`src/rtl/mult_hilo_unit_pkg.sv`:
```
// rtl/mult_hilo_unit_pkg.sv - shared constants and state encoding for the HI/LO multiplier
package mult_hilo_unit_pkg;

    localparam int WIDTH_DEF = 32;

    typedef enum logic [1:0] {
        IDLE = 2'd0,
        CALC = 2'd1,
        FIX  = 2'd2
    } state_t;

endpackage

```
`src/rtl/mult_hilo_datapath.sv`:
```
// rtl/mult_hilo_datapath.sv - shift-add accumulator, multiplier shifter and sign fix-up
module mult_hilo_datapath
    import mult_hilo_unit_pkg::*;
#(
    parameter int WIDTH = WIDTH_DEF
) (
    input  logic               clk,
    input  logic               reset_n,
    input  logic               load,
    input  logic               step,
    input  logic               fix,
    input  logic               is_signed,
    input  logic [WIDTH-1:0]   op_a,
    input  logic [WIDTH-1:0]   op_b,
    output logic [2*WIDTH-1:0] product
);

    logic [WIDTH-1:0]   mcand;
    logic [WIDTH-1:0]   mplier;
    logic [2*WIDTH-1:0] acc;
    logic               neg;

    logic [WIDTH-1:0]   a_mag;
    logic [WIDTH-1:0]   b_mag;
    logic               a_neg;
    logic               b_neg;
    logic               prod_neg;
    logic [WIDTH:0]     sum;

    // Operand magnitudes; the most-negative value maps onto itself, which is
    // the correct unsigned magnitude. A zero operand forces a positive result.
    always_comb begin
        a_neg    = is_signed & op_a[WIDTH-1];
        b_neg    = is_signed & op_b[WIDTH-1];
        a_mag    = a_neg ? (~op_a + WIDTH'(1)) : op_a;
        b_mag    = b_neg ? (~op_b + WIDTH'(1)) : op_b;
        prod_neg = (a_neg ^ b_neg) & (|op_a) & (|op_b);
    end

    // Upper-half add with carry kept, and the final signed result presented to the top
    always_comb begin
        sum     = {1'b0, acc[2*WIDTH-1:WIDTH]} + (mplier[0] ? {1'b0, mcand} : {(WIDTH+1){1'b0}});
        product = neg ? (~acc + (2*WIDTH)'(1)) : acc;
    end

    // Iteration registers: capture on load, shift-add on step, clear after the result is taken
    always_ff @(posedge clk) begin
        if (!reset_n) begin
            mcand  <= '0;
            mplier <= '0;
            acc    <= '0;
            neg    <= 1'b0;
        end else if (load) begin
            mcand  <= a_mag;
            mplier <= b_mag;
            acc    <= '0;
            neg    <= prod_neg;
        end else if (step) begin
            acc    <= {sum, acc[WIDTH-1:1]};
            mplier <= mplier >> 1;
        end else if (fix) begin
            mcand  <= '0;
            mplier <= '0;
            acc    <= '0;
            neg    <= 1'b0;
        end
    end

endmodule

```
`src/rtl/mult_hilo_unit.sv`:
```
// rtl/mult_hilo_unit.sv - sequential MULT/MULTU unit with architectural HI/LO registers
module mult_hilo_unit
    import mult_hilo_unit_pkg::*;
#(
    parameter int WIDTH = WIDTH_DEF
) (
    input  logic             clk,
    input  logic             reset_n,
    input  logic             start,
    input  logic             is_signed,
    input  logic [WIDTH-1:0] op_a,
    input  logic [WIDTH-1:0] op_b,
    input  logic             hi_we,
    input  logic             lo_we,
    input  logic [WIDTH-1:0] wdata,
    output logic             busy,
    output logic             done,
    output logic [WIDTH-1:0] hi,
    output logic [WIDTH-1:0] lo
);

    localparam int CNT_W = $clog2(WIDTH) + 1;

    state_t             state;
    state_t             next_state;
    logic [CNT_W-1:0]   cnt;
    logic               load;
    logic               step;
    logic               fix;
    logic               mt_ok;
    logic [2*WIDTH-1:0] product;

    mult_hilo_datapath #(
        .WIDTH (WIDTH)
    ) u_datapath (
        .clk       (clk),
        .reset_n   (reset_n),
        .load      (load),
        .step      (step),
        .fix       (fix),
        .is_signed (is_signed),
        .op_a      (op_a),
        .op_b      (op_b),
        .product   (product)
    );

    // State register
    always_ff @(posedge clk) begin
        if (!reset_n) begin
            state <= IDLE;
        end else begin
            state <= next_state;
        end
    end

    // Next state: WIDTH iterations in CALC, then a single fix-up cycle
    always_comb begin
        next_state = state;
        case (state)
            IDLE:    next_state = start ? CALC : IDLE;
            CALC:    next_state = (cnt == CNT_W'(WIDTH - 1)) ? FIX : CALC;
            FIX:     next_state = IDLE;
            default: next_state = IDLE;
        endcase
    end

    // Control strobes; MTHI/MTLO only land in IDLE when no multiply is starting
    always_comb begin
        load  = (state == IDLE) & start;
        step  = (state == CALC);
        fix   = (state == FIX);
        mt_ok = (state == IDLE) & ~start;
    end

    // Iteration counter, registered status flags and the HI/LO registers
    always_ff @(posedge clk) begin
        if (!reset_n) begin
            cnt  <= '0;
            busy <= 1'b0;
            done <= 1'b0;
            hi   <= '0;
            lo   <= '0;
        end else begin
            busy <= (next_state != IDLE);
            done <= fix;
            if (load) begin
                cnt <= '0;
            end else if (step) begin
                cnt <= cnt + CNT_W'(1);
            end
            if (fix) begin
                hi <= product[2*WIDTH-1:WIDTH];
                lo <= product[WIDTH-1:0];
            end else if (mt_ok) begin
                if (hi_we) begin
                    hi <= wdata;
                end
                if (lo_we) begin
                    lo <= wdata;
                end
            end
        end
    end

endmodule

```
`config.mk`:
```
export PLATFORM = sky130hd
export DESIGN_NAME = mult_hilo_unit
export DESIGN_NICKNAME = d
export VERILOG_FILES = /design/src/rtl/mult_hilo_unit_pkg.sv /design/src/rtl/mult_hilo_datapath.sv /design/src/rtl/mult_hilo_unit.sv
export SDC_FILE = /design/constraint.sdc
export NUM_CORES = 1
export LEC_CHECK = 0
export CAP_MARGIN = 20
export CORE_ASPECT_RATIO = 1.1
export CORE_UTILIZATION = 51
export DETAILED_ROUTE_END_ITERATION = 16
export GPL_TIMING_DRIVEN = 0
export HOLD_SLACK_MARGIN = 0.02
export PLACE_DENSITY = 0.75
export SETUP_SLACK_MARGIN = 0.3
export SLEW_MARGIN = 20
export SYNTH_ARGS = -nofsm -noshare
export SYNTH_HDL_FRONTEND = slang
export SYNTH_HIERARCHICAL = 1
export SYNTH_SLANG_ARGS = --single-unit
```
`constraint.sdc`:
```
create_clock -name clk -period 2.9 [get_ports clk]
set_input_delay 0.29 -clock clk [delete_from_list [all_inputs] [get_ports clk]]
set_output_delay 0.29 -clock clk [all_outputs]
set_load 0.05 [all_outputs]
```
==> results.md, run 1 <==
- The register bit total from synthesis is 203.
- Hold timing on the final database bottoms out at a slack of 416 ps.
- The count of H-tree levels built during CTS is 1.
- The effective utilization at floorplan is 0.523.
- Power spread over the standard cell area amounts to 444 nW/um^2.
- The clock input transition at the sequential cells of the worst setup and hold paths is 60 ps.
- For this design, the CTS-stage hold fixing added 0 buffers.
- Along the worst path, the maximum fanout reaches 6.
- Routability-driven placement finished with a final weighted congestion of 0.949.
- Setup repair after global routing could not meet its margin everywhere.
- The number of buffers inserted by port buffering is 167.
- The min-delay analysis places its worst path in the category input port to register.
- The floorplan step defined a die boundary enclosing 25,000 sq um.
- The total iterations of the first detailed-routing run is 7.
- The remaining antenna violation count after routing is 0.
- After detailed placement, the total cell area comes to 14,500 sq um.
- The run finished, with violations left.
- In the final layout, the share of cells above drive strength 1 is 0.162.
- In the post-synthesis netlist, the biggest area contributors are dfxtp_1 (33%), xnor2_1 (7.3%), o31ai_1 (6.0%).
- The worst-case setup margin in the final layout is -124 ps.
- The maximum resistive drop on vdd is 0.000264 V.
- The share of the clock period used by the worst path after layout is 1.04.
- The worst setup path is launched from a register.
- The global-route wire length before repair is 64,000 microns.
- The checks that failed: setup timing.
- The floorplan has 59 rows.
- The antenna diode instance count is 0.
- In the synthesized netlist, the number of instances is 1,554.
- The reg-to-reg setup timing slack is -120 ps.
- Counting instances in the post-synthesis netlist gives the leading cell types as dfxtp_1 (203), nand2_1 (184), nor2_1 (114).
- Relative to the synthesized area, the layout overhead comes to 34.7%.
- After detailed routing, the average wire length per cell comes to 19.6 microns.
- The overall power is 0.00743 W.
- Static timing analysis puts the maximum clock frequency at 331 MHz.
- The initial antenna violation count was 0.
- From bottom edge to top edge, the die measures 166 microns.
- The count of pins on the block boundary is 168.
- The worst setup path is captured at a register.
- The floorplan step set the die width to 151 microns.
- The area share of the largest cell type after synthesis is 0.327.
- The remaining routing DRC violations is 0.
- The cell sitting at the root of the clock tree is a clkbuf_16.
- The share of the Yosys chip area taken by registers is 0.327.
- The pin count of the biggest net entering global routing is 14.
- The number of flops mapped to enable cells by yosys is 0.
- The number of clock sinks is 203.
- The most frequently used cell type in the post-synthesis netlist is dfxtp_1.
- The number of hold violations in the final report is 0.
- The critical path data arrival time is 3460 ps.
- The max-capacitance violation count is 0.
- The area of all placed cells without fillers is 16,700 sq um.
- The post-synthesis average cell area is 7.99 sq um.
- In this run the critical register-to-register path is captured at hi[31].
- The TritonCTS clock tree is built.
- The region available for standard cell placement spans 23,800 sq um.
- The worst hold path startpoint is wdata[0].
- The total half-perimeter wirelength after legalization and detailed placement is 30,400 microns.
- The aggregate global-route resource usage is 0.319.
- The transition time of the tightest slew-check pin is 1100 ps.
- At the later pin of the worst-skew pair, clock insertion delay measures 510 ps.
- Counting I/O delays and the setup requirement, the final critical path takes 3020 ps.
- The critical path is of the register to register type.
- The clock arrives with 15.1 ps of skew.
- The final layout net count is 1,935.
- The fraction of registers with async set/reset is 0.
- Counting distinct cell types in the post-synthesis netlist gives 68.
- The detailed router finished its first iteration with 952 violations.
- In this run the tightest slew margin relative to its limit is 0.263.
- The CTS buffer count is 23.
- The final max-slew violation count came to 0.
- In this run the deepest clock path goes through 3 buffers.
- The number of global-route vias before repair is 12,145.
- The filler cells instantiated in the layout total 1,862.
- The destination of the worst hold path is lo[0].
- The static leakage power is 6.47 nW.
- The average via count per standard cell is 6.19.
- The total congestion overflow is 0.
- The detailed router placed 13,100 vias in this run.
- Wires add up to 41,500 microns.
- The biggest area contributor in the post-synthesis netlist is dfxtp_1.
- The launch instance of the worst register-to-register path is u_datapath/acc[40].
- The synthesized area is 12,400 sq um.
- The prevailing post-synth register cell is dfxtp_1.
- Along the worst hold path, the cell count comes to 3.
- The yosys synthesis warning count is 6.
- Data on the critical path is required at its endpoint by 3330 ps.
- Setup violations remaining at the end of the flow were counted as 6.
- The worst register-to-register path has a depth of 10.
- Counting every net in the synthesized netlist gives 1,693.
## cell families after synthesis
family,count (synthesis),synth area share
flops,203,0.327
fa+ha+maj,37,0.0379
xor+xnor,136,0.0959
compound gates,521,0.280
simple gates,515,0.208
buf+inv,140,0.0492
mux,2,0.00161
## how the worst max path moves through the flow
stage / startpoint / endpoint / cells after the start
finish: u_datapath/acc[40] / hi[31] / 10
global route: u_datapath/acc[40] / hi[29] / 10
CTS: u_datapath/acc[27] / hi[31] / 10
detailed placement: start / u_datapath/acc[52] / 9
global placement: start / u_datapath/acc[52] / 9
floorplan: u_datapath/acc[24] / hi[29] / 10
## where the power goes
part	switching (W)	internal [W]
clock network	0.00115	0.00172
logic	0.000921	0.000591
registers	0.000102	0.00294
total	0.00217	0.00526
## area by class of cell
class,count,area [sq um],area share
clock inverter,6,65.1,0.00389
inverter,25,93.8,0.00561
buffer,115,639,0.0382
clock buffer,34,687,0.0411
sequential,203,4100,0.245
multi-input combinational,1211,8650,0.517
timing repair buffer,217,2110,0.126
tap,305,382,0.0228
## worst max-delay path: stages, from the launching register on
cell and delay, ps:
dfxtp_2 370, or4_4 590, nor4_4 260, nand3b_1 130, or3_4 400, buf_6 120, or4_4 460, o31ai_4 240
xnor2_1 140, nand2_1 80, a31oi_1 160
## cell usage in the layout (no fill, tap or decap), types with 13 or more instances in the layout
master,Yosys,layout
dfxtp_1,203,186
nand2_1,184,177
clkdlybuf4s50_1,0,167
nor2_1,114,109
xnor2_1,103,100
o31ai_1,99,85
o21ai_0,88,67
a21oi_1,82,66
a31oi_1,67,65
clkbuf_1,82,61
a22oi_1,60,60
buf_4,8,44
and2_1,41,34
xor2_1,33,33
buf_6,6,24
or3_1,26,24
clkbuf_16,0,24
inv_1,24,22
ha_1,36,21
nor3_1,26,19
a21o_1,19,19
nand3b_1,17,17
clkbuf_2,0,15
a221oi_1,15,15
nand4_1,15,15
nor3b_1,14,13
dfxtp_2,0,13
## repair_timing
item | 4_1_cts | 5_1_grt
setup buffers | 33 | 17
pin swaps | 67 | 89
setup endpoints to repair | 103 | 134
cloned | 0 | 0
resized for setup | 155 | 120
## stage by stage
| step | TNS [ps] | util | std cells | worst slack, ps |
|---|---|---|---|---|
| after CTS | -145 | 0.682 | 2099 | -79.3 |
| after detailed placement | -29740 | 0.612 | 2026 | -722 |
| after global placement | -26510 | 0.612 | 2026 | -696 |
| after floorplan | 0 | - | 1554 | 90.5 |
| final | -332 | 0.704 | 2116 | -124 |
| after global routing | -1500 | 0.704 | 2116 | -265 |
## flip-flops by register name (all words and copies together) (netlist names), 2 cells and up
register / flops
lo: 32
u_datapath/mplier: 32
u_datapath/mcand: 32
hi: 32
u_datapath/acc: 64
state: 2
cnt: 6
## layer usage
metal,share of wire,up-vias,wire [microns],GRT usage
li1,-,6233,-,-
met1,0.41,6137,17100,0.411
met2,0.48,622,19700,0.535
met3,0.072,108,2980,0.0372
met4,0.040,0,1640,0.135
met5,0,-,0,0
Note: power is estimated with default switching activity, not from simulation.
==> run 2: changes to the inputs <==
==> constraint.sdc (replaced) <==
create_clock -name clk -period 2.9 [get_ports clk]
set_input_delay 0.435 -clock clk [delete_from_list [all_inputs] [get_ports clk]]
set_output_delay 0.435 -clock clk [all_outputs]
set_load 0.05 [all_outputs]
==> run 2 against run 1 <==
  * The flow still finishes with violations (setup timing)
  * Clock-buffer cell count unchanged
  * Routed wire length grew 0.46%
  * Via count shrank 0.18%
  * Highest routed layer unchanged
  * Worst hold slack gained 34 ps
  * Cell area increased by 0.45%
  * Critical path depth did not move
  * Flip-flop and latch count did not move
  * Power rose by 0.12%
  * Final cell count up 0.24%
  * Critical endpoint unchanged
==> results.md, run 2 (synthesis gave the netlist of run 1 again) <==
- The run finished, with violations left.
- The checks that failed: setup timing.
- Wire segments on met2 add up to 19,600 microns in the final route.
- Pin placement for this block handled 168 I/O pins.
- Buffers inserted to repair hold after CTS numbered 0.
- The average wire per standard cell is 19.6 microns.
- The final weighted congestion in routability-driven placement is 0.949.
- The cell with the biggest individual delay on the critical path is or4_4.
- The floorplan has 59 rows.
- STA classifies the critical path startpoint as a register.
- Of the total power, the share spent switching nets is 0.293.
- In this run the static leakage power is 6.51 nW.
- After floorplanning, the core was sized to cover 23,800 sq um.
- The detailed router put a total of 17,300 microns of wire on met1.
- Buffers placed on the I/O ports in this run total 167.
- The largest incremental delay on the critical path is 590 ps.
- The critical path data arrival time is 3480 ps.
- The wire-length estimate of the detail-placed layout is 30,400 microns.
- The count of final setup violators is 6.
- Setup repair after global routing could not meet its margin everywhere.
- The fmax is 328 MHz.
- In this run the number of H-tree levels came out at 1.
- The top cell types in the final layout, fill and taps aside, are dfxtp_1 (185), nand2_1 (178), clkdlybuf4s50_1 (167).
- The maximum resistive drop on vdd is 0.000264 V.
- The detailed router used layers up to and including met4.
- For this run, the detailed router's first-pass iteration total came to 5.
- The critical path endpoint category is a register.
- The register with the most flip-flops in the layout has 64 of them.
- The routed layout has 13,077 vias.
- The clock passes through at most 3 buffers.
- The internal power of the cells totals 0.00526 W.
- After detailed routing, the number of remaining DRC violations is 0.
- The share of total power dissipated in combinational logic is 0.204.
- Measured against its own limit, the worst slew margin works out to 0.257.
- The overall power is 0.00744 W.
- The top register by number of flip-flops is u_datapath/acc.
- The latest clock arrival within the worst-skew pair is 510 ps.
- The worst setup path is of the register to register kind.
- After global routing the overflow that remains totals 0.
- The number of antenna diodes in the final layout is 0.
- Of all nets on the critical path, the largest fanout is 6.
- The sequential fraction of design power is 0.409.
- The classification of the worst-slack hold path is register to register.
- The post-route clock skew is 13.5 ps.
- The die is 151 microns wide.
- For this run, the total global-route usage over all layers was measured as 0.319.
- In this run the remaining antenna-violating nets after routing total 0.
- The cell at the root of the clock tree is clkbuf_16.
- The synthesis-to-layout area growth is 35.3%.
- The max-capacitance violation count is 0.
- The final layout net count is 1,940.
- Clock tree synthesis inserted a total of 23 buffers.
- The global-route wire length before repair is 64,000 microns.
- The final max-slew violation count is 0.
- The worst-case setup margin in the final layout is -148 ps.
- The share of total power dissipated in the clock network is 0.386.
- For the pin with the worst max-slew slack, the measured transition is 1110 ps.
- After detailed routing, the total wire length is 41,700 microns.
- The number of hold violations in the final report was 0.
- The library cell used most frequently in the layout, excluding fill and tap cells, is dfxtp_1.
- The tightest hold path in the finished design has a slack of 450 ps.
- The power per standard cell area is 443 nW/um^2.
- The critical path goes through or4_4 > nor4_4 > nand3b_1 > or3_4 > buf_6 > or4_4 > o31ai_4 > xnor2_1 > nand2_1 > a31oi_1.
- In the finished design, the share of the clock period the worst path needs comes to 1.05.
- The TritonCTS clock tree is built.
- The DRC violation total after the first TritonRoute iteration is 933.
- Clock-pin slew was measured on the worst setup and hold paths at 60 ps.
- For this design the total switching power over the nets is 0.00218 W.
- The die height is 166 microns.
- The initial antenna violation count is 0.
- The effective utilization at floorplan is 0.523.
- The floorplan step defined a die boundary enclosing 25,000 sq um.
- The most numerous cell type found on the critical path is or4_4.
- The pin count of the biggest net entering global routing is 14.
- The minimum clock period is 3050 ps.
- The share of post-route cells with drive strength above 1 is 0.167.
- The number of global-route vias before repair is 12,143.
- In the detailed route, the total length drawn on met3 is 3030 microns.
- The average via count per standard cell is 6.17.
- Data on the critical path is required at its endpoint by 3330 ps.
- The number of clock sinks is 203.
## run 2: per-layer routing
layer / up-vias / global-route usage
li1: 6231 / -
met3: 110 / 0.0369
met4: 0 / 0.135
met2: 640 / 0.535
met1: 6096 / 0.411
met5: - / 0
## run 2: worst paths after layout
check                       startpoint                   end  slack, ps  depth (start not counted)
hold / removal    u_datapath/mcand[18]  u_datapath/mcand[18]        450                          2
setup reg to reg    u_datapath/acc[40]                hi[31]       -150                         10
setup / recovery    u_datapath/acc[40]                hi[31]       -150                         10
hold reg to reg   u_datapath/mcand[18]  u_datapath/mcand[18]        450                          2
## run 2: per-stage QoR
stage | setup WS (ps) | cell area (sq um) | setup TNS (ps) | util | std cells
4_1_cts | -79.3 | 16200 | -145 | 0.682 | 2099
6_report | -148 | 16800 | -349 | 0.707 | 2121
2_1_floorplan | 90.5 | 12500 | 0 | - | 1554
5_1_grt | -265 | 16800 | -1200 | 0.707 | 2121
3_5_place_dp | -867 | 14500 | -48210 | 0.612 | 2026
3_3_place_gp | -841 | 14500 | -44470 | 0.612 | 2026
## run 2: area by class of cell
| class | count | area, sq um |
|---|---|---|
| timing repair buffer | 222 | 2150 |
| inverter | 25 | 93.8 |
| buffer | 115 | 637 |
| sequential | 203 | 4100 |
| tap | 305 | 382 |
| clock inverter | 6 | 65.1 |
| fill | 1849 | 6970 |
| multi-input combinational | 1211 | 8690 |
| clock buffer | 34 | 687 |
## run 2: timing repair
action / in CTS / in global routing
hold endpoints to repair: 0 / 0
resized for setup: 158 / 128
pin swaps: 67 / 95
endpoints found under the setup margin: 106 / 134
setup buffers: 33 / 22
## run 2: worst max-delay path, delay by kind of cell, from the launching register on
family,cells,cell delay [ps]
buffers and inverters,1,120
and+or+nand+nor,6,1930
DFF,1,370
xor gates and xnor gates,1,140
AOI/OAI and AO/OA,2,410
## run 2: power groups by stage
stage	Clock (W)	Combinational [W]	Sequential (W)
after global routing	0.00302	0.00162	0.00306
final	0.00287	0.00152	0.00305
after global placement	0	0.00135	0.00310
after CTS	0.00290	0.00144	0.00304
after floorplan	0	0.000619	0.00330
after detailed placement	0	0.00136	0.00310
==> run 3: changes to the inputs <==
CTS_CLUSTER_DIAMETER = 50   (was not set)
==> run 3 against run 2 <==
  * The run still ends with setup timing left
  * Maximum frequency about the same
  * Flip-flop and latch count unchanged
  * Cell area increased by 0.31%
  * Non-clock buffer count decreased by 5
  * Largest cell class unchanged
  * Largest power group is now the clock network
==> results.md, run 3 (synthesis gave the netlist of run 1 again) <==
- The flow ran to the end, but the final reports show violations.
- The checks that failed: setup timing.
- The count of pins on the block boundary is 168.
- The area of the core region is 23,800 sq um.
- The signal on the critical path passes through or4_4 > nor4_4 > nand3b_1 > or3_4 > buf_6 > or4_4 > o31ai_4 > xnor2_1 > nand2_1 > a31oi_1.
- The largest driver fanout on the critical path is 3.
- After the flow finishes, the layout carries non-filler instances totaling 2,117.
- The clock input transition at the sequential cells of the worst setup and hold paths is 60 ps.
- The worst setup path is launched from a register.
- TritonCTS built the clock tree.
- The final max-slew violation count is 0.
- The cell seen most often among critical-path stages is or4_4.
- The worst hold slack is 451 ps.
- The critical path data arrival time is 3500 ps.
- The tree built by TritonCTS fans out to 203 sinks.
- The detailed router placed 13,174 vias in this run.
- Using the TritonRoute via totals, the vias-per-cell ratio works out to 6.22.
- The number of global-route vias before repair came to 12,245.
- The count of final setup violators is 7.
- The multi-input combinational cells in the finished layout cover a total of 8730 sq um.
- The largest single stage delay on the critical path is 570 ps.
- The worst-case clock buffer depth is 3.
- The path with the worst hold slack has its endpoint at u_datapath/mcand[20].
- The latest clock arrival within the worst-skew pair is 530 ps.
- The top cell types in the final layout, fill and taps aside, are dfxtp_1 (187), nand2_1 (178), clkdlybuf4s50_1 (167).
- The min-delay analysis places its worst path in the category register to register.
- The cell depth of the worst hold path is 2.
- The max-capacitance violation count is 0.
- For this run, the total global-route usage over all layers was measured as 0.318.
- The floorplan step set the die height to 166 microns.
- The worst hold path begins at u_datapath/mcand[20].
- For this configuration, the core starts out at a cell density of 0.523.
- The fmax is 328 MHz.
- The filler cells instantiated in the layout total 1,854.
- The share of the clock period used by the worst path after layout is 1.05.
- The worst slack at placement is -867 ps.
- The count of buffers added on input and output ports is 167.
- The remaining routing DRC violations is 0.
- Entering global routing, the biggest net connects 14 pins.
- The first routing iteration left 1,009 violations.
- The post-cts hold buffer count is 0.
- After detailed routing, the average wire length per cell comes to 19.7 microns.
- The antenna diode instance count is 0.
- The global-route wire length before repair is 63,900 microns.
- The HPWL after detailed placement is 30,400 microns.
- The final layout contains 1,936 nets.
- CTS built an H-tree with a depth of 1.
- The full die area is 25,000 sq um.
- Summed over all cells, the static leakage comes to 6.48 nW.
- The flip-flop count of the largest register after layout is 64.
- For this design, the slowest cell found on the critical path is or4_4.
- The power per standard cell area is 455 nW/um^2.
- The final weighted congestion in routability-driven placement is 0.949.
- The final core utilization is 0.709.
- The post-route clock skew is 18.5 ps.
- The initial antenna violation count is 0.
- The launch instance of the worst register-to-register path is u_datapath/acc[27].
- Global routing finished with a remaining overflow of 0.
- The count of buffering cells on the critical path with inverters included is 1.
- The transition time of the tightest slew-check pin is 1120 ps.
- The required time of the critical path is 3360 ps.
- The worst register-to-register path has a depth of 10.
- The number of instances in the placed design is 2,026.
- The most frequent standard cell in the layout excluding fill and tap cells is dfxtp_1.
- The critical path class is register to register.
- In this run the clock root is driven by a clkbuf_16.
- The die is 151 microns wide.
- The worst setup path is captured at a register.
- The worst register-to-register path ends at hi[31].
- In the final layout, flip-flops and latches occupy 4100 sq um.
- The number of hold violations in the final report is 0.
- The synthesis-to-layout area growth is 35.7%.
- The floorplan has 59 rows.
- The kind of cell adding the most delay to the critical path is simple AND/OR/NAND/NOR gates.
- The overall power is 0.00767 W.
- After layout, the worst setup slack is -146 ps.
- Across the VDD grid, the largest voltage drop is 0.000275 V.
- The routed design could run at a clock period as short as 3050 ps.
- The top register by number of flip-flops is u_datapath/acc.
- The worst slew slack as a fraction of its limit is 0.251.
- For flop-to-flop paths, the worst setup slack is -150 ps.
- The CTS buffer count is 24.
- The share of post-route cells with drive strength above 1 is 0.163.
- In this run the remaining antenna-violating nets after routing total 0.
- Setup repair after global routing could not meet its margin everywhere.
- The first TritonRoute pass finished after 7 iterations.
- The final wirelength is 41,800 microns.
==> run 3: changes by cell type in the layout (fill, tap and decap cells not counted), sizes merged <==
cell    change
clkinv      -1
clkbuf      +3
bufinv      +1
inv         +1
buf         -8
==> run 3: worst max-delay path by stage <==
stage	from	depth (start not counted)	slack [ps]	end
after CTS	u_datapath/acc[27]	10	-70	hi[31]
after global routing	u_datapath/acc[40]	10	-260	hi[29]
after global placement	start	9	-840	u_datapath/acc[52]
after floorplan	u_datapath/acc[24]	10	90	hi[29]
after detailed placement	start	9	-870	u_datapath/acc[52]
final	u_datapath/acc[27]	10	-150	hi[31]
==> run 3: through the flow <==
stage | instance area (sq um) | setup TNS [ps]
after floorplan | 12500 | 0
after global placement | 14500 | -44470
after detailed placement | 14500 | -48210
after CTS | 16200 | -146
after global routing | 16900 | -1450
final | 16900 | -629
==> run 3: layout make-up <==
cell class,instances,share of cell area
multi-input cells,1211,0.518
flip-flops and latches,203,0.243
repair buffers,217,0.124
clock buffers,34,0.0421
plain buffers,115,0.0375
well taps,305,0.0226
clock inverters,7,0.00661
inverters,25,0.00557
==> run 3: repair_timing <==
| item | in CTS | in global routing |
|---|---|---|
| endpoints found under the hold margin | 0 | 0 |
| gates resized for setup | 146 | 127 |
| setup endpoints to repair | 105 | 134 |
| buffers inserted | 29 | 21 |
| pin swaps | 58 | 63 |
==> run 3: report_power, final <==
group / internal (W) / switching, W
sequential: 0.00294 / 0.000100
combinational: 0.000592 / 0.000925
clock: 0.00189 / 0.00122
==> run 3: routing by layer <==
metal	global-route usage	up-vias	routed length [microns]
met5	0	-	0
met4	0.141	0	1680
met3	0.0383	116	3570
met2	0.532	704	19800
met1	0.407	6132	16800
li1	-	6222	-
==> run 3: worst min-delay path, stage by stage, from the launching register on <==
cell	delay (ps)
dfxtp_1	320
nand2_1	40
o21ai_0	50
